## config.mk

```make
export PLATFORM = sky130hd
export DESIGN_NAME = fragment_hazard_scheduler_flat
export DESIGN_NICKNAME = d
export VERILOG_FILES = /design/src/rtl/fragment_hazard_scheduler_if.sv /design/src/rtl/fragment_hazard_scheduler.sv /design/src/flat_wrapper.sv
export SDC_FILE = /design/constraint.sdc
export NUM_CORES = 1
export LEC_CHECK = 0
export CAP_MARGIN = 20
export CORE_ASPECT_RATIO = 0.6
export CORE_UTILIZATION = 51
export DETAILED_ROUTE_END_ITERATION = 10
export PLACE_DENSITY = 0.83
export SYNTH_ARGS = -nofsm -noshare
export SYNTH_HDL_FRONTEND = slang
export SYNTH_SLANG_ARGS = --single-unit
```

## constraint.sdc

```tcl
create_clock -name aclk -period 19.75 [get_ports aclk]
set_input_delay 5.925 -clock aclk [delete_from_list [all_inputs] [get_ports aclk]]
set_output_delay 5.925 -clock aclk [all_outputs]
set_load 0.05 [all_outputs]
```

## src/rtl/fragment_hazard_scheduler_if.sv

```systemverilog
// Fragment stream handshake bundle: valid/ready with last flag, framebuffer index and
// opaque sideband payload.
interface fragment_hazard_scheduler_if #(
  parameter int unsigned FRAMEBUFFER_INDEX_WIDTH = 14,
  parameter int unsigned PAYLOAD_WIDTH           = 128
);
  logic                               tvalid;
  logic                               tready;
  logic                               tlast;
  logic [FRAMEBUFFER_INDEX_WIDTH-1:0] tindex;
  logic [PAYLOAD_WIDTH-1:0]           tpayload;

  modport master (output tvalid, tlast, tindex, tpayload, input tready);
  modport slave  (input tvalid, tlast, tindex, tpayload, output tready);
endinterface

```

## src/rtl/fragment_hazard_scheduler.sv

```systemverilog
// Schedules fragments into the per-fragment pipeline, holding any fragment whose framebuffer
// index is still in flight (read but not yet written back), with drain/flush sequencing.
module fragment_hazard_scheduler #(
  parameter int unsigned FRAMEBUFFER_INDEX_WIDTH = 14,
  parameter int unsigned PAYLOAD_WIDTH           = 128,
  parameter int unsigned MAX_IN_FLIGHT           = 8,
  parameter int unsigned COUNTER_WIDTH           = 16
) (
  input  logic                               aclk,
  input  logic                               resetn,
  fragment_hazard_scheduler_if.slave         s_frag,
  fragment_hazard_scheduler_if.master        m_frag,
  input  logic                               fragmentProcessed,
  input  logic                               flush,
  output logic                               flushDone,
  input  logic                               clearStats,
  output logic [COUNTER_WIDTH-1:0]           hazardStallCount,
  output logic [$clog2(MAX_IN_FLIGHT):0]     inFlightCount,
  output logic                               retireError
);

  localparam int unsigned PtrWidth   = $clog2(MAX_IN_FLIGHT);
  localparam int unsigned CountWidth = PtrWidth + 1;

  typedef enum logic [1:0] {StIdle, StDrain, StDone} state_e;

  state_e                             state_q;
  logic                               flush_done_q;
  logic                               retire_error_q;
  logic [FRAMEBUFFER_INDEX_WIDTH-1:0] sb_index_q [MAX_IN_FLIGHT];
  logic [MAX_IN_FLIGHT-1:0]           sb_valid_q;
  logic [PtrWidth-1:0]                wr_ptr_q;
  logic [PtrWidth-1:0]                rd_ptr_q;
  logic [CountWidth-1:0]              count_q;
  logic [COUNTER_WIDTH-1:0]           stall_count_q;
  logic                               m_valid_q;
  logic                               m_last_q;
  logic [FRAMEBUFFER_INDEX_WIDTH-1:0] m_index_q;
  logic [PAYLOAD_WIDTH-1:0]           m_payload_q;

  logic hit;
  logic hazard;
  logic full;
  logic out_free;
  logic ready;
  logic accept;
  logic pop;

  // Compare against start-of-cycle entries, so a same-cycle retire still blocks.
  always_comb begin
    hit = 1'b0;
    for (int unsigned i = 0; i < MAX_IN_FLIGHT; i++) begin
      if (sb_valid_q[i] && (sb_index_q[i] == s_frag.tindex)) hit = 1'b1;
    end
  end

  assign hazard   = s_frag.tvalid && hit;
  assign full     = (count_q == CountWidth'(MAX_IN_FLIGHT));
  assign out_free = !m_valid_q || m_frag.tready;
  assign ready    = (state_q == StIdle) && !hazard && !full && out_free;
  assign accept   = s_frag.tvalid && ready;
  assign pop      = fragmentProcessed && (count_q != '0);

  assign s_frag.tready    = ready;
  assign m_frag.tvalid    = m_valid_q;
  assign m_frag.tlast     = m_last_q;
  assign m_frag.tindex    = m_index_q;
  assign m_frag.tpayload  = m_payload_q;
  assign flushDone        = flush_done_q;
  assign hazardStallCount = stall_count_q;
  assign inFlightCount    = count_q;
  assign retireError      = retire_error_q;

  always_ff @(posedge aclk or negedge resetn) begin
    if (!resetn) begin
      sb_valid_q     <= '0;
      wr_ptr_q       <= '0;
      rd_ptr_q       <= '0;
      count_q        <= '0;
      retire_error_q <= 1'b0;
    end else begin
      if (pop) begin
        sb_valid_q[rd_ptr_q] <= 1'b0;
        rd_ptr_q             <= rd_ptr_q + PtrWidth'(1);
      end
      if (accept) begin
        sb_valid_q[wr_ptr_q] <= 1'b1;
        wr_ptr_q             <= wr_ptr_q + PtrWidth'(1);
      end
      if (accept && !pop) begin
        count_q <= count_q + CountWidth'(1);
      end else if (!accept && pop) begin
        count_q <= count_q - CountWidth'(1);
      end
      // A retire with nothing outstanding is dropped but remembered until reset.
      if (fragmentProcessed && (count_q == '0)) retire_error_q <= 1'b1;
    end
  end

  always_ff @(posedge aclk) begin
    if (accept) sb_index_q[wr_ptr_q] <= s_frag.tindex;
  end

  always_ff @(posedge aclk or negedge resetn) begin
    if (!resetn) begin
      m_valid_q <= 1'b0;
      m_last_q  <= 1'b0;
    end else if (out_free) begin
      m_valid_q <= accept;
      if (accept) m_last_q <= s_frag.tlast;
    end
  end

  always_ff @(posedge aclk) begin
    if (accept) begin
      m_index_q   <= s_frag.tindex;
      m_payload_q <= s_frag.tpayload;
    end
  end

  always_ff @(posedge aclk or negedge resetn) begin
    if (!resetn) begin
      stall_count_q <= '0;
    end else if (clearStats) begin
      stall_count_q <= '0;
    end else if (hazard && (state_q == StIdle) && !(&stall_count_q)) begin
      stall_count_q <= stall_count_q + COUNTER_WIDTH'(1);
    end
  end

  always_ff @(posedge aclk or negedge resetn) begin
    if (!resetn) begin
      state_q      <= StIdle;
      flush_done_q <= 1'b0;
    end else begin
      flush_done_q <= 1'b0;
      case (state_q)
        StIdle: begin
          if (flush || (accept && s_frag.tlast)) state_q <= StDrain;
        end
        StDrain: begin
          if ((count_q == '0) && !m_valid_q) begin
            state_q      <= StDone;
            flush_done_q <= 1'b1;
          end
        end
        StDone:  state_q <= StIdle;
        default: state_q <= StIdle;
      endcase
    end
  end

endmodule

```

## src/flat_wrapper.sv

```systemverilog
// flat-port wrapper written by rule: the top's interface ports become plain ports
module fragment_hazard_scheduler_flat 
#(
  parameter int unsigned FRAMEBUFFER_INDEX_WIDTH = 14,
  parameter int unsigned PAYLOAD_WIDTH           = 128,
  parameter int unsigned MAX_IN_FLIGHT           = 8,
  parameter int unsigned COUNTER_WIDTH           = 16
)
  (aclk, resetn, fragmentProcessed, flush, flushDone, clearStats, hazardStallCount, inFlightCount, retireError, s_frag_tvalid, s_frag_tlast, s_frag_tindex, s_frag_tpayload, s_frag_tready, m_frag_tvalid, m_frag_tlast, m_frag_tindex, m_frag_tpayload, m_frag_tready);
  fragment_hazard_scheduler_if #(.FRAMEBUFFER_INDEX_WIDTH(FRAMEBUFFER_INDEX_WIDTH), .PAYLOAD_WIDTH(PAYLOAD_WIDTH)) s_frag_i ();
  fragment_hazard_scheduler_if #(.FRAMEBUFFER_INDEX_WIDTH(FRAMEBUFFER_INDEX_WIDTH), .PAYLOAD_WIDTH(PAYLOAD_WIDTH)) m_frag_i ();
  input  logic aclk;
  input  logic resetn;
  input  logic fragmentProcessed;
  input  logic flush;
  output logic flushDone;
  input  logic clearStats;
  output logic [COUNTER_WIDTH-1:0] hazardStallCount;
  output logic [$clog2(MAX_IN_FLIGHT):0] inFlightCount;
  output logic retireError;
  input wire logic [$bits(s_frag_i.tvalid)-1:0] s_frag_tvalid;
  input wire logic [$bits(s_frag_i.tlast)-1:0] s_frag_tlast;
  input wire logic [$bits(s_frag_i.tindex)-1:0] s_frag_tindex;
  input wire logic [$bits(s_frag_i.tpayload)-1:0] s_frag_tpayload;
  output wire logic [$bits(s_frag_i.tready)-1:0] s_frag_tready;
  output wire logic [$bits(m_frag_i.tvalid)-1:0] m_frag_tvalid;
  output wire logic [$bits(m_frag_i.tlast)-1:0] m_frag_tlast;
  output wire logic [$bits(m_frag_i.tindex)-1:0] m_frag_tindex;
  output wire logic [$bits(m_frag_i.tpayload)-1:0] m_frag_tpayload;
  input wire logic [$bits(m_frag_i.tready)-1:0] m_frag_tready;
  assign s_frag_i.tvalid = s_frag_tvalid;
  assign s_frag_i.tlast = s_frag_tlast;
  assign s_frag_i.tindex = s_frag_tindex;
  assign s_frag_i.tpayload = s_frag_tpayload;
  assign s_frag_tready = s_frag_i.tready;
  assign m_frag_tvalid = m_frag_i.tvalid;
  assign m_frag_tlast = m_frag_i.tlast;
  assign m_frag_tindex = m_frag_i.tindex;
  assign m_frag_tpayload = m_frag_i.tpayload;
  assign m_frag_i.tready = m_frag_tready;
  fragment_hazard_scheduler #(.FRAMEBUFFER_INDEX_WIDTH(FRAMEBUFFER_INDEX_WIDTH), .PAYLOAD_WIDTH(PAYLOAD_WIDTH), .MAX_IN_FLIGHT(MAX_IN_FLIGHT), .COUNTER_WIDTH(COUNTER_WIDTH)) u_core (.aclk(aclk), .resetn(resetn), .s_frag(s_frag_i), .m_frag(m_frag_i), .fragmentProcessed(fragmentProcessed), .flush(flush), .flushDone(flushDone), .clearStats(clearStats), .hazardStallCount(hazardStallCount), .inFlightCount(inFlightCount), .retireError(retireError));
endmodule
```

# --- Word level (Yosys, flattened, before mapping) ---
# Memory sizes are Yosys's and may differ from the RTL's.
# Index checks and enable logic that the tools add are counted.
classes:
  n_mux: 25
  reduce_logical: 39
  eq_ne: 12
  n_bitwise: 3
  n_addsub: 5
  order_cmp: 4
ops:
  columns: ["cell", "n"]
  rows:
  - ["$eq A14 B14 Y1", 8]
  - ["$mux W16", 2]
  - ["$logic_and A1 B1 Y1", 23]
  - ["$add A16 B1 Y16 const B", 1]
  - ["$mux W8", 2]
  - ["$reduce_and A16 Y1", 1]
  - ["$mux W1", 14]
  - ["$and A8 B8 Y8", 1]
  - ["$lt A3 B4 Y1 const B", 2]
  - ["$mux W4", 2]
  - ["$not A8 Y8", 1]
  - ["$or A8 B8 Y8", 1]
  - ["$add A3 B1 Y3 const B", 2]
  - ["$demux W1 S3", 2]
  - ["$ge A3 B1 Y1 const B", 2]
  - ["$logic_not A1 Y1", 6]
  - ["$add A4 B1 Y4 const B", 1]
  - ["$eq A4 B4 Y1 const B", 1]
  - ["$logic_not A4 Y1", 1]
  - ["$mux W2", 2]
  - ["$pmux W2 S2", 1]
  - ["$reduce_and A2 Y1", 2]
  - ["$reduce_bool A2 Y1", 2]
  - ["$reduce_bool A4 Y1", 1]
  - ["other kinds (6)", 7]
totals:
  mem_bits_rw: 112
  memories: 1
  word_cells: 101
  in_bits: 150
  ff_bits: 182
memory_table:
  columns: ["memory", "words", "word_bits", "read_ports", "rd_ports_with_merged_regs", "write_ports", "line_no", "source"]
  rows:
  - ["u_core.sb_index_q", 8, 14, 8, 0, 1, "fragment_hazard_scheduler.sv:30", "logic [FRAMEBUFFER_INDEX_WIDTH-1:0] sb_index_q [MAX_IN_FLIGHT];"]

# --- Logic depth before layout (Yosys ltp) ---
# Gate-level depths: netlist of run 1.
logic_depth:
  ltp_word: 20
  mapped_depth: 16
  ltp_nobuf: 14

# --- Worst setup path before layout of run 1 ---
# No wires, ideal clock.
synth_path:
  kind: "input to output"
  startpoint: "input port s_frag_tindex[8]"
  endpoint: "output port s_frag_tready"
  t_arrival_ps: 8215
  path_stages: 7
  path_slack_ps: 5610
  t_required_ps: 13825
  n_path_buf: 1
  cell_sequence: "buf_4 > xnor2_1 > nand4_1 > nor4_1 > nor4_2 > nand2_1 > a21boi_0"
synth_between:
  elab_chain_len: 15
  word_cells_on_any_way: 29
  cone_classes: "8 x eq/ne; 8 x mux; 13 x reduce/logical"
synth_lines:
  columns: ["item", "line_no", "source"]
  rows:
  - ["start: declaration", "flat_wrapper.sv:23", "input wire logic [$bits(s_frag_i.tindex)-1:0] s_frag_tindex;"]
  - ["$eq A14 B14 Y1", "fragment_hazard_scheduler.sv:53", "if (sb_valid_q[i] && (sb_index_q[i] == s_frag.tindex)) hit = 1'b1;"]
  - ["$logic_and A1 B1 Y1", "fragment_hazard_scheduler.sv:53", null]
  - ["$mux W1 (7 in series)", "fragment_hazard_scheduler.sv:53", null]
  - ["$mux W1 (*)", "fragment_hazard_scheduler.sv:53", null]
  - ["$logic_and A1 B1 Y1 (*)", "fragment_hazard_scheduler.sv:57", "assign hazard = s_frag.tvalid && hit;"]
  - ["$logic_not A1 Y1 (*)", "fragment_hazard_scheduler.sv:60", "assign ready = (state_q == StIdle) && !hazard && !full && out_free;"]
  - ["$logic_and A1 B1 Y1 (*) (3 in series)", "fragment_hazard_scheduler.sv:60", null]
  - ["end: declaration", "flat_wrapper.sv:25", "output wire logic [$bits(s_frag_i.tready)-1:0] s_frag_tready;"]
# Mark *: on every way between the ends. The rest lies on a longest branch, timed or not.

# --- Final worst setup path of run 1 ---
layout_path:
  startpoint: "input port s_frag_tindex[10]"
  endpoint: "output port s_frag_tready"
# Same word-level chain as after synthesis.

==> reports/metrics.yaml, run 1 <==
fin_nets: 1118
path_class: "in2out"
outcome: "finished with violations"
num_vias: 6681
powerDensity_nw_per_um2: 108.8
fin_setup_tns_ns: 0
rrSetupSlack_ns: 15.58
worstReg2RegStart: "u_core.sb_index_q[5][3]"
grt_use_total_pct: 24.59
io_pins: 317
layout-drive-gt1-share_pct: 7.150
cts_resized: 0
maxCapViolCount: 0
synth_area_per_cell_um2: 17.68
path_depth: 8
finalHoldViolations: 0
synth_cells: 628
ir_worst_vdd_v: 0.00009859
area_delta_synth_final_pct: 38.84
grt_max_degree: 91
relSlewSlack_pct: 25.56
route.detailed.drc: 32
antenna_found_initial: 0
cp_slowest_cell: "clkdlybuf4s50_1"
finalMaxSlewViolations: 0
ys_seq_area_share_pct: 77.72
max_freq_mhz: 64.49
via_per_inst: 5.311
cts_tree: "built"
core-area_um2: 21190
ctsRootBufferMaster: "clkbuf_16"
crit_family: "buffers and inverters"
critPathBufInv: 2
fin_skew_ns: 0.01903
wl_per_cell_um: 21.78
gr-total-overflow: 0
die_area_um2: 22380
cp_cell_sequence: "clkdlybuf4s50_1, xnor2_1, nand4_1, nor4_1, nor4_2, nand2_1, a21boi_0, clkdlybuf4s50_1"
port_buffers: 316
final_common_cell: "clkdlybuf4s50_1"
power_mw: 1.677
dp_hpwl_mm: 19.78
synth-seq-cells: 294
holdPathStages: 1
hold_buffers: 0
p_leak_nw: 5.136
synth_edf_count: 254
clock_sinks: 294
period_share_pct: 78.51
drt_first_pass_iters: 8
worstSkewPairLatency_ns: 0.53
wirelength_mm: 27.40
die_h_um: 116.3
critPathLaunchType: "input port"
yosysWarningCount: 0
async_reset_ff_share_pct: 13.61
synth_nets: 785
numCtsBuffers: 27
placementRows: 41
post_cts_buffers: 0
cp-startpoint: "s_frag_tindex[10]"
start_util_pct: 52.40
grt_pass1_wl_mm: 39.88
rsz0062_at_grt: "no"
min_path_type: "reg2reg"
die_x_um: 192.5
ys.flop_type: "edfxtp_1"
cts.htree.levels: 1
layout_common_cells: "315 x clkdlybuf4s50_1, 254 x edfxtp_1, 123 x xnor2_1, 40 x dfrtp_1"
fin_crit_ns: 15.51
endpoint: "s_frag_tready"
violations: "DRC"
reg2reg_depth: 7
gp_congestion: 0.9020
cpPeakStageDelay_ns: 1.09
r2r-end: "u_core.m_frag.tpayload[14]"
cp_max_fo: 17
clockBufferDepth: 3
endpoint_kind: "primary output"
worstMarginPinSlew_ns: 1.117
initialDrtViolationCount: 552
cp.arrival_ns: 9.58
grt_pass1_vias: 6522
antenna_cells: 0
crit_required_ns: 13.82
antenna_left: 0
cp_common_cell: "clkdlybuf4s50_1"
finalSetupViolCount: 0
clk_pin_slew_ns: 0.06
synth_cell_types: 43
syn-cell-area_um2: 11100
## registers in the layout (all words and copies together) (netlist names)
signal / cells
u_core.m_frag.tlast: 1
u_core.inFlightCount: 4
u_core.retireError: 1
u_core.sb_index_q: 112
u_core.flushDone: 1
u_core.wr_ptr_q: 3
u_core.sb_valid_q: 8
u_core.m_frag.tpayload: 128
u_core.m_frag.tindex: 14
u_core.m_frag.tvalid: 1
u_core.rd_ptr_q: 3
u_core.hazardStallCount: 16
u_core.state_q: 2
## worst register-to-register path: stages (launching register included)
cell and delay [ns]:
edfxtp_1 0.38, xnor2_1 0.21, nand4_1 0.20, nor4_1 0.08, nor4_2 0.83, nand4_4 0.49, inv_6 0.52, buf_4 0.98
## logic make-up after synthesis
kind of cell	synth area share [%]
buf+inv	2.028
fa+ha+maj	0.8565
simple gates	6.503
mux	0.4959
compound gates	2.536
xor+xnor	9.861
flops	77.72
## layer usage
layer	global-route usage [%]	share of wire [%]
met1	34.06	41
met2	39.69	48
met3	6.400	9.9
met4	5.354	1.9
met5	0	0
## Yosys cell counts (2+ instances only)
master	number	share of area [%]
edfxtp_1	254	69
xnor2_1	123	9.7
dfrtp_1	40	9.0
nand4_1	27	1.5
nand2_1	20	0.68
nor2_1	19	0.64
buf_6	14	1.4
o21ai_0	13	0.59
nand3_1	12	0.54
nand2b_1	11	0.62
nor4_1	11	0.62
a21oi_1	9	0.41
inv_1	9	0.30
ha_1	6	0.68
nor3_1	5	0.23
a2111oi_0	4	0.32
clkbuf_1	4	0.14
mux2_2	4	0.41
nand3b_1	4	0.27
and3_1	3	0.17
nor4b_2	3	0.41
or3_1	3	0.17
a211o_1	2	0.16
a21o_1	2	0.14
a21oi_2	2	0.16
buf_4	2	0.14
nor2b_1	2	0.11
nor4_2	2	0.23
o21ba_2	2	0.18
o31ai_1	2	0.14
xor2_1	2	0.16
## how the worst min path moves through the flow
stage / startpoint / to
after CTS: u_core.state_q[1] / u_core.flushDone
after floorplan: u_core.state_q[1] / u_core.flushDone
after global placement: u_core.retireError / u_core.retireError
final: u_core.state_q[1] / u_core.flushDone
after global routing: u_core.retireError / u_core.retireError
after detailed placement: u_core.state_q[1] / u_core.flushDone
## metrics by stage
| step | hold slack (ns) | setup WS, ns | area, um2 | std cells | utilization (%) |
|---|---|---|---|---|---|
| 2_1_floorplan | 0.4398 | 5.610 | 11100 | 628 | - |
| 3_5_place_dp | 0.4688 | 4.363 | 14530 | 1211 | 68.59 |
| 3_3_place_gp | 0.4416 | 4.436 | 14520 | 1210 | 68.53 |
| 6_report | 0.4831 | 4.245 | 15410 | 1258 | 72.75 |
| 5_1_grt | 0.5069 | 4.086 | 15410 | 1258 | 72.75 |
| 4_1_cts | 0.4781 | 4.325 | 15410 | 1258 | 72.75 |
## final cells by class
cell class | instances | area [um2]
well taps | 279 | 349.1
multi-input cells | 304 | 2286
clock buffers | 32 | 694.4
flip-flops and latches | 294 | 8628
fillers | 1329 | 5773
clock inverters | 15 | 187.7
inverters | 9 | 38.79
repair buffers | 325 | 3229
## where the power goes
group          leakage [nW]  total, mW  internal (mW)  switching [mW]
combinational          1.89      0.361          0.130           0.231
clock                 0.424      0.525          0.304           0.221
sequential             2.82      0.791          0.748          0.0426
total                  5.14       1.68           1.18           0.495
(Power assumes the default switching activity.)
==> run 2, diff against run 1 <==
--- a/config.mk
+++ b/config.mk
@@ -7,9 +7,9 @@
 export LEC_CHECK = 0
 export CAP_MARGIN = 20
 export CORE_ASPECT_RATIO = 0.6
-export CORE_UTILIZATION = 51
+export CORE_UTILIZATION = 43
 export DETAILED_ROUTE_END_ITERATION = 10
-export PLACE_DENSITY = 0.83
+export PLACE_DENSITY = 0.74
 export SYNTH_ARGS = -nofsm -noshare
 export SYNTH_HDL_FRONTEND = slang
 export SYNTH_SLANG_ARGS = --single-unit
==> constraint.sdc (replaced) <==
create_clock -name aclk -period 13.7 [get_ports aclk]
set_input_delay 4.11 -clock aclk [delete_from_list [all_inputs] [get_ports aclk]]
set_output_delay 4.11 -clock aclk [all_outputs]
set_load 0.05 [all_outputs]
==> run 2 against run 1 <==
  * The flow now finishes without violations
  * First-iteration DRC count grew 7.1%
  * Setup slack got worse by 2.2 ns
  * Die area grew 18%
  * Sequential power grew 44%
  * Global-route usage is 5.0 points lower
==> reports/metrics.yaml, run 2 (synthesis gave the netlist of run 1 again) <==
post_cts_buffers: 0
port_buffers: 316
wirelength_mm: 25.85
relSlewSlack_pct: 30.50
cp.arrival_ns: 7.58
path_class: "in2out"
ctsRootBufferMaster: "clkbuf_16"
die_x_um: 209.4
rsz0062_at_grt: "no"
critPathLaunchType: "input port"
p_leak_nw: 5.146
intPower_mw: 1.709
maxCapViolCount: 0
initialDrtViolationCount: 591
num_vias: 6551
worstHoldStart: "u_core.retireError"
cts_tree: "built"
layout_common_cells: "315 x clkdlybuf4s50_1, 254 x edfxtp_1, 123 x xnor2_1, 40 x dfrtp_1, 29 x clkbuf_16"
clockBufferDepth: 3
cts.htree.levels: 1
dp.cells: 1260
area_delta_synth_final_pct: 39.56
cts_resized: 0
period_share_pct: 85.32
dp_hpwl_mm: 18.52
route.detailed.drc: 0
max_freq_mhz: 85.55
drt_first_pass_iters: 6
wl_per_cell_um: 19.70
grt_pass1_vias: 6393
finalHoldViolations: 0
die_area_um2: 26490
clock_sinks: 294
fin_crit_ns: 11.69
min_path_type: "reg2reg"
grt_use_total_pct: 19.61
final_common_cell: "clkdlybuf4s50_1"
endpoint_kind: "primary output"
core-area_um2: 25340
cp_max_fo: 17
layout-drive-gt1-share_pct: 6.816
stdcell_count: 1312
cp-startpoint: "s_frag_tindex[5]"
outcome: "completed"
cp_cell_sequence: "clkdlybuf4s50_1, xnor2_1, nand3_1, nor4_1, nor4_2, nand2_1, a21boi_0, clkdlybuf4s50_1"
crit_required_ns: 9.59
power_frac_seq_pct: 47.1
die_h_um: 126.5
holdPathStages: 1
finalMaxSlewViolations: 0
largest_reg_flops: 128
gr-total-overflow: 0
r2r-end: "u_core.inFlightCount[3]"
hold_buffers: 0
start_util_pct: 43.82
min_to: "u_core.retireError"
clkPwrFrac_pct: 31.7
antenna_found_initial: 0
nFillCells: 1910
finalSetupViolCount: 0
io_pins: 317
clk_pin_slew_ns: 0.06
grt_max_degree: 82
numCtsBuffers: 28
placementRows: 45
worstReg2RegStart: "u_core.sb_index_q[5][3]"
gp_congestion: 0.8695
fin_skew_ns: 0.01116
grt_pass1_wl_mm: 39.08
ir_worst_vdd_v: 0.0001137
worstSkewPairLatency_ns: 0.54
cp_slowest_cell: "clkdlybuf4s50_1"
fin_setup_tns_ns: 0
cpPeakStageDelay_ns: 1.00
swShare_pct: 29.20
antenna_cells: 0
cp_common_cell: "clkdlybuf4s50_1"
reg2reg_depth: 14
combPwrFrac_pct: 21.3
via_per_inst: 4.993
powerDensity_nw_per_um2: 155.8
worstMarginPinSlew_ns: 1.016
fin_nets: 1119
antenna_left: 0
rrSetupSlack_ns: 9.49
power.switching_uw: 704.9
## run 2: final cells by class
cell class              instances  area (um2)  share of cell area (%)
clock inverters                12       132.6                  0.8560
flip-flops and latches        294        8628                   55.69
inverters                       9       38.79                  0.2503
clock buffers                  39       763.2                   4.926
multi-input cells             304        2286                   14.75
well taps                     329       411.6                   2.657
repair buffers                325        3233                   20.87
## run 2: metrics by stage
step	hold slack, ns	setup WS, ns	instance area, um2	total power, mW	util (%)
2_1_floorplan	0.4398	3.190	11100	1.474	-
3_3_place_gp	0.4402	1.985	14580	1.665	57.56
3_5_place_dp	0.4475	1.980	14580	1.672	57.56
4_1_cts	0.4619	1.966	15480	2.437	61.09
5_1_grt	0.4748	1.760	15490	2.510	61.15
6_report	0.4615	2.011	15490	2.414	61.15
## run 2: how the worst max path moves through the flow
| stage | end | slack [ns] | cells past startpoint |
|---|---|---|---|
| after floorplan | s_frag_tready | 3.19 | 7 |
| after global placement | s_frag_tready | 1.98 | 8 |
| after detailed placement | s_frag_tready | 1.98 | 8 |
| after CTS | s_frag_tready | 1.97 | 8 |
| after global routing | s_frag_tready | 1.76 | 8 |
| final | s_frag_tready | 2.01 | 8 |
## run 2: power by group through the flow
stage                     logic (mW)  clock network (mW)  registers (mW)
after detailed placement       0.517                   0            1.16
after global routing           0.544               0.819            1.15
final                          0.514               0.764            1.14
after global placement         0.512                   0            1.15
after CTS                      0.518               0.782            1.14
after floorplan                0.146                   0            1.33
## run 2: layer usage
metal | up-vias | wire length, um | global-route usage (%)
li1 | 3006 | - | -
met1 | 3283 | 12080 | 29.35
met2 | 230 | 11520 | 29.00
met3 | 32 | 1882 | 4.976
met4 | 0 | 368 | 4.022
met5 | - | 0 | 0
## run 2: critical path: cells and delay by family
kind                      cells  cell delay (ns)
and+or+nand+nor               4             1.13
xor gates and xnor gates      1             0.28
AOI/OAI and AO/OA             1             0.21
buffers and inverters         2             1.83
==> run 3, diff against run 2 <==
--- a/config.mk
+++ b/config.mk
@@ -5,7 +5,6 @@
 export SDC_FILE = /design/constraint.sdc
 export NUM_CORES = 1
 export LEC_CHECK = 0
-export CAP_MARGIN = 20
 export CORE_ASPECT_RATIO = 0.6
 export CORE_UTILIZATION = 43
 export DETAILED_ROUTE_END_ITERATION = 10
==> run 3 against run 2 <==
  * Combinational power hardly changed
  * Clock power hardly changed
  * Hold slack hardly changed
  * Power is 0.10% lower
  * Setup slack better by 0.0041 ns
  * Final cell count hardly changed
  * Clock-buffer cell count stayed put
  * Register-to-register slack hardly changed
  * Core utilization is 0.059 points lower
  * Sequential share of layout area is 0.054 points higher
  * Global-route usage stayed put
  * Largest power group unchanged
==> reports/metrics.yaml, run 3 (synthesis gave the netlist of run 1 again) <==
clockBufferDepth: 3
fin_crit_ns: 11.69
initialDrtViolationCount: 667
hold_ws_ns: 0.4615
final_common_cell: "clkdlybuf4s50_1"
largest_reg_flops: 128
period_share_pct: 85.29
finalSetupViolCount: 0
die_h_um: 126.5
max_freq_mhz: 85.58
intPower_mw: 1.709
grt_use_total_pct: 19.61
cts_resized: 0
clkPwrFrac_pct: 31.6
layout_common_cells: "315 x clkdlybuf4s50_1, 254 x edfxtp_1, 123 x xnor2_1, 40 x dfrtp_1, 29 x clkbuf_16"
num_vias: 6561
fin_skew_ns: 0.01379
io_pins: 317
ctsRootBufferMaster: "clkbuf_16"
grt_pass1_wl_mm: 39.08
port_buffers: 316
gr-total-overflow: 0
cts_tree: "built"
ir_worst_vdd_v: 0.0001137
die_area_um2: 26490
cp_max_fo: 17
min_path_type: "reg2reg"
layout-drive-gt1-share_pct: 6.721
route.detailed.drc: 0
antenna_left: 0
path_class: "in2out"
endpoint_kind: "primary output"
grt_max_degree: 82
power_frac_seq_pct: 47.1
p_leak_nw: 5.139
antenna_found_initial: 0
post_cts_buffers: 0
wl_per_cell_um: 19.66
maxCapViolCount: 0
wirelength_mm: 25.77
cp.arrival_ns: 7.58
combPwrFrac_pct: 21.3
clk_pin_slew_ns: 0.06
dp_hpwl_mm: 18.52
cts.htree.levels: 1
finalMaxSlewViolations: 0
clock_sinks: 294
swShare_pct: 29.14
fin_nets: 1118
antenna_cells: 0
relSlewSlack_pct: 21.28
outcome: "completed"
die_x_um: 209.4
worstMarginPinSlew_ns: 1.176
power.switching_uw: 702.8
crit_required_ns: 9.59
rsz0062_at_grt: "no"
gp_congestion: 0.8695
drt_first_pass_iters: 5
grt_pass1_vias: 6393
numCtsBuffers: 28
core-area_um2: 25340
start_util_pct: 43.82
hold_buffers: 0
critPathLaunchType: "input port"
fin_setup_tns_ns: 0
finalHoldViolations: 0
area_delta_synth_final_pct: 39.42
worstSkewPairLatency_ns: 0.54
via_per_inst: 5.005
powerDensity_nw_per_um2: 155.8
rrSetupSlack_ns: 9.49
placementRows: 45
==> run 3: cell types whose count changed in the layout (fill, tap and decap cells not counted), sizes merged <==
cell / change
buf: -1
==> run 3: layer usage <==
metal	GRT usage (%)	part of all wire, %	vias to the layer above
li1	-	-	3011
met1	29.35	46	3293
met2	29.00	45	223
met3	4.976	7.7	34
met4	4.022	1.5	0
met5	0	0	-
==> run 3: metrics by stage <==
| stage | power [mW] | setup WS (ns) | area, um2 | util [%] | instances |
|---|---|---|---|---|---|
| after floorplan | 1.474 | 3.190 | 11100 | - | 628 |
| after global placement | 1.665 | 1.985 | 14580 | 57.56 | 1260 |
| after detailed placement | 1.672 | 1.980 | 14580 | 57.56 | 1260 |
| after CTS | 2.437 | 1.966 | 15480 | 61.09 | 1311 |
| after global routing | 2.510 | 1.760 | 15480 | 61.09 | 1311 |
| final | 2.412 | 2.015 | 15480 | 61.09 | 1311 |
==> run 3: critical path, stage by stage <==
cell and delay, ns:
clkdlybuf4s50_1 0.99, xnor2_1 0.16, nand4_1 0.24, nor4_1 0.11
nor4_2 0.81, nand2_1 0.10, a21boi_0 0.21, clkdlybuf4s50_1 0.83
==> run 3: final cells by class <==
cell class | count | area (um2)
clock inverter | 12 | 132.6
sequential | 294 | 8628
multi-input combinational | 304 | 2286
clock buffer | 39 | 763.2
timing repair buffer | 324 | 3218
inverter | 9 | 38.79
tap | 329 | 411.6
fill | 1912 | 9858
==> run 3: worst paths after layout <==
| check | endpoint | start | cells past startpoint |
|---|---|---|---|
| worst min-delay path | u_core.retireError | u_core.retireError | 1 |
| worst max register to register | u_core.inFlightCount[3] | u_core.sb_index_q[5][3] | 14 |
| worst max-delay path | s_frag_tready | s_frag_tindex[10] | 8 |
| min in group asynchronous | u_core.inFlightCount[1] | resetn | 1 |
| max in group asynchronous | u_core.hazardStallCount[6] | resetn | 1 |
| worst min register to register | u_core.retireError | u_core.retireError | 1 |
==> run 3: power groups by stage <==
| stage | sequential [mW] | combinational, mW | clock (mW) |
|---|---|---|---|
| global placement | 1.15 | 0.512 | 0 |
| finish | 1.14 | 0.513 | 0.762 |
| global route | 1.15 | 0.543 | 0.819 |
| floorplan | 1.33 | 0.146 | 0 |
| CTS | 1.14 | 0.518 | 0.782 |
| detailed placement | 1.16 | 0.517 | 0 |
==> edit, RTL diff (flow settings as in run 2) <==
`FRAMEBUFFER_INDEX_WIDTH` is set to 14 in 3 places; all go to 15.
--- a/src/rtl/fragment_hazard_scheduler_if.sv
+++ b/src/rtl/fragment_hazard_scheduler_if.sv
@@ -3,3 +3,3 @@
 interface fragment_hazard_scheduler_if #(
-  parameter int unsigned FRAMEBUFFER_INDEX_WIDTH = 14,
+  parameter int unsigned FRAMEBUFFER_INDEX_WIDTH = 15,
   parameter int unsigned PAYLOAD_WIDTH           = 128
--- a/src/rtl/fragment_hazard_scheduler.sv
+++ b/src/rtl/fragment_hazard_scheduler.sv
@@ -3,3 +3,3 @@
 module fragment_hazard_scheduler #(
-  parameter int unsigned FRAMEBUFFER_INDEX_WIDTH = 14,
+  parameter int unsigned FRAMEBUFFER_INDEX_WIDTH = 15,
   parameter int unsigned PAYLOAD_WIDTH           = 128,
--- a/src/flat_wrapper.sv
+++ b/src/flat_wrapper.sv
@@ -3,3 +3,3 @@
 #(
-  parameter int unsigned FRAMEBUFFER_INDEX_WIDTH = 14,
+  parameter int unsigned FRAMEBUFFER_INDEX_WIDTH = 15,
   parameter int unsigned PAYLOAD_WIDTH           = 128,
Ports: changed (resized m_frag_tindex and s_frag_tindex); port bits go from 317 to 319. No check against the original RTL was run, so the function may have changed too.
==> edit against run 2 <==
Synthesized cell count grew 9.9%. Synthesized area increased by 5.7%. Sequential cell count increased by 9. Sequential power up 4%. Worst setup slack lost 0.17 ns. Clock power is 5.9% higher. Wire length increased by 25%. Power up 5.2%. Cell area rose by 4.8%. Register-to-register slack got worse by 0.60 ns. Final cell count is 7.2% higher. Critical endpoint unchanged. Largest power group unchanged. Highest routed layer unchanged.
==> edit: results (changes against run 2) <==
CTS
The clock network latency to the later pin of the worst-skew pair is 0.55 ns. The depth of the CTS H-tree came to 1 (unchanged).

Worst setup path
The delay of the slowest critical-path stage was 1.06 ns (+0.06 ns). In this run the critical register-to-register path is launched from u_core.sb_index_q[6][2]. The data arrival at the endpoint of the critical path is 7.75 ns (+0.17 ns).

The worst-case register-to-register setup slack came to 8.89 ns (-0.60 ns).

Routing
The length of the first detailed-routing pass in iterations was 5 (-1). The highest signal layer in the routed design is met4. The post-detailed-route via-to-cell ratio was 5.240 (+5.0%). The starting DRC count in detailed routing is 827 (+40%).

The routed length on met3 came to 3310 um (+76%). The routed via count was 7368 (+12%). The total wire length after detailed routing is 32330 um (+25%). The routed metal-1 wire length came to 14980 um (+24%).

The wire length on met2 is 13560 um (+18%).

Final layout
The number of filler instances in the final layout came to 2011 (+5.3%). The proportion of layout cells with a drive suffix above 1 was 0.06119 (-0.006973). The number of diodes added for antenna fixing is 0 (unchanged). The final-stage net count is 1182 (+5.6%).

Place
The setup slack at placement is 1.907 ns (-0.07273 ns). The weighted congestion at the end of routability-driven global placement came to 0.9635 (+11%). The number of placed instances with taps included is 1354 (+7.5%). The count of port buffers added during placement was 318 (+0.63%).

The detailed-placement wirelength estimate is 23630 um (+28%). The area of placed instances was 15290 um^2 (+4.8%).

Synthesis
The post-synthesis net count is 848 (+8.0%). The number of enable flip-flop cells after synthesis is 263 (+3.5%). By area the synthesized netlist is led by sky130_fd_sc_hd__edfxtp_1 (67%), sky130_fd_sc_hd__xnor2_1 (9.5%), sky130_fd_sc_hd__dfrtp_1 (8.5%), sky130_fd_sc_hd__nand4_1 (3.5%), sky130_fd_sc_hd__nor4_1 (1.1%). The register area share after synthesis is 0.7580 (-0.01914). The instance count of the mapped netlist is 690 (+9.9%).

The share of synthesized flip-flops with an asynchronous set or reset is 0.1320 (-0.004041). Ranked by instance count, the synthesized netlist is headed by sky130_fd_sc_hd__edfxtp_1 (263), sky130_fd_sc_hd__xnor2_1 (127), sky130_fd_sc_hd__nand4_1 (66).

Pwr
The peak supply drop is 85.53 uV (-25%). The static leakage came to 5.346 nW (+3.9%).

Timing
The transition at the pin with the smallest max-transition slack came to 1.058 ns (+0.04170 ns). The tightest hold margin came to 0.4586 ns (-0.002941 ns). The final setup skew is 0.01195 ns (+0.0007902 ns).

GRT
The global-route wire length before repair is 46380 um (+19%). The maximum number of pins on one net before global-route repair is 84 (+2.4%). The total global routing track utilization is 0.2298 (+0.03374).

The number of global-route vias before repair is 6789 (+6.2%).

Run status
The run finished with clean final reports.
==> edit: how the worst max path moves through the flow <==
stage / start / endpoint / slack (ns) / depth (start not counted)
after CTS: s_frag_tindex[7] / s_frag_tready / 1.88 / 8
after global placement: s_frag_tindex[7] / s_frag_tready / 1.88 / 8
after floorplan: s_frag_tindex[12] / s_frag_tready / 3.88 / 7
final: s_frag_tindex[7] / s_frag_tready / 1.84 / 8
after global routing: s_frag_tindex[7] / s_frag_tready / 1.70 / 8
after detailed placement: s_frag_tindex[7] / s_frag_tready / 1.91 / 8
==> edit: kinds of logic after synthesis <==
kind of cell,count (synthesis),synth area share
flip-flops,303,0.7580
AND/OR/NAND/NOR,176,0.08879
XOR/XNOR,129,0.09689
buffers and inverters,32,0.01876
AO/OA/AOI/OAI,30,0.01705
multiplexers,13,0.01236
adder cells (fa/ha/maj),7,0.008101
==> edit: layout make-up <==
| cell class | count | area (um^2) | share of cell area |
|---|---|---|---|
| sequential | 303 | 8899 | 0.5480 |
| timing repair buffer | 326 | 3238 | 0.1994 |
| multi-input combinational | 355 | 2658 | 0.1637 |
| clock buffer | 41 | 800.8 | 0.04931 |
| tap | 360 | 450.4 | 0.02774 |
| clock inverter | 11 | 150.1 | 0.009246 |
| inverter | 10 | 42.54 | 0.002620 |
==> edit: power breakdown <==
group	total, mW	switching [mW]	internal (mW)
registers	1.18	0.0656	1.11
clock network	0.809	0.331	0.479
logic	0.553	0.361	0.191
==> edit: layer usage <==
layer / GRT usage / vias to the layer above
met2: 0.3173 / 356
met4: 0.04255 / 0
met3: 0.08462 / 43
met1: 0.3465 / 3671
met5: 0 / -
li1: - / 3298
==> edit: critical path, delay by kind of cell <==
family / cells / cell delay, ns
xor+xnor: 1 / 0.35
simple gates: 4 / 1.26
compound gates: 1 / 0.16
buf+inv: 2 / 1.86
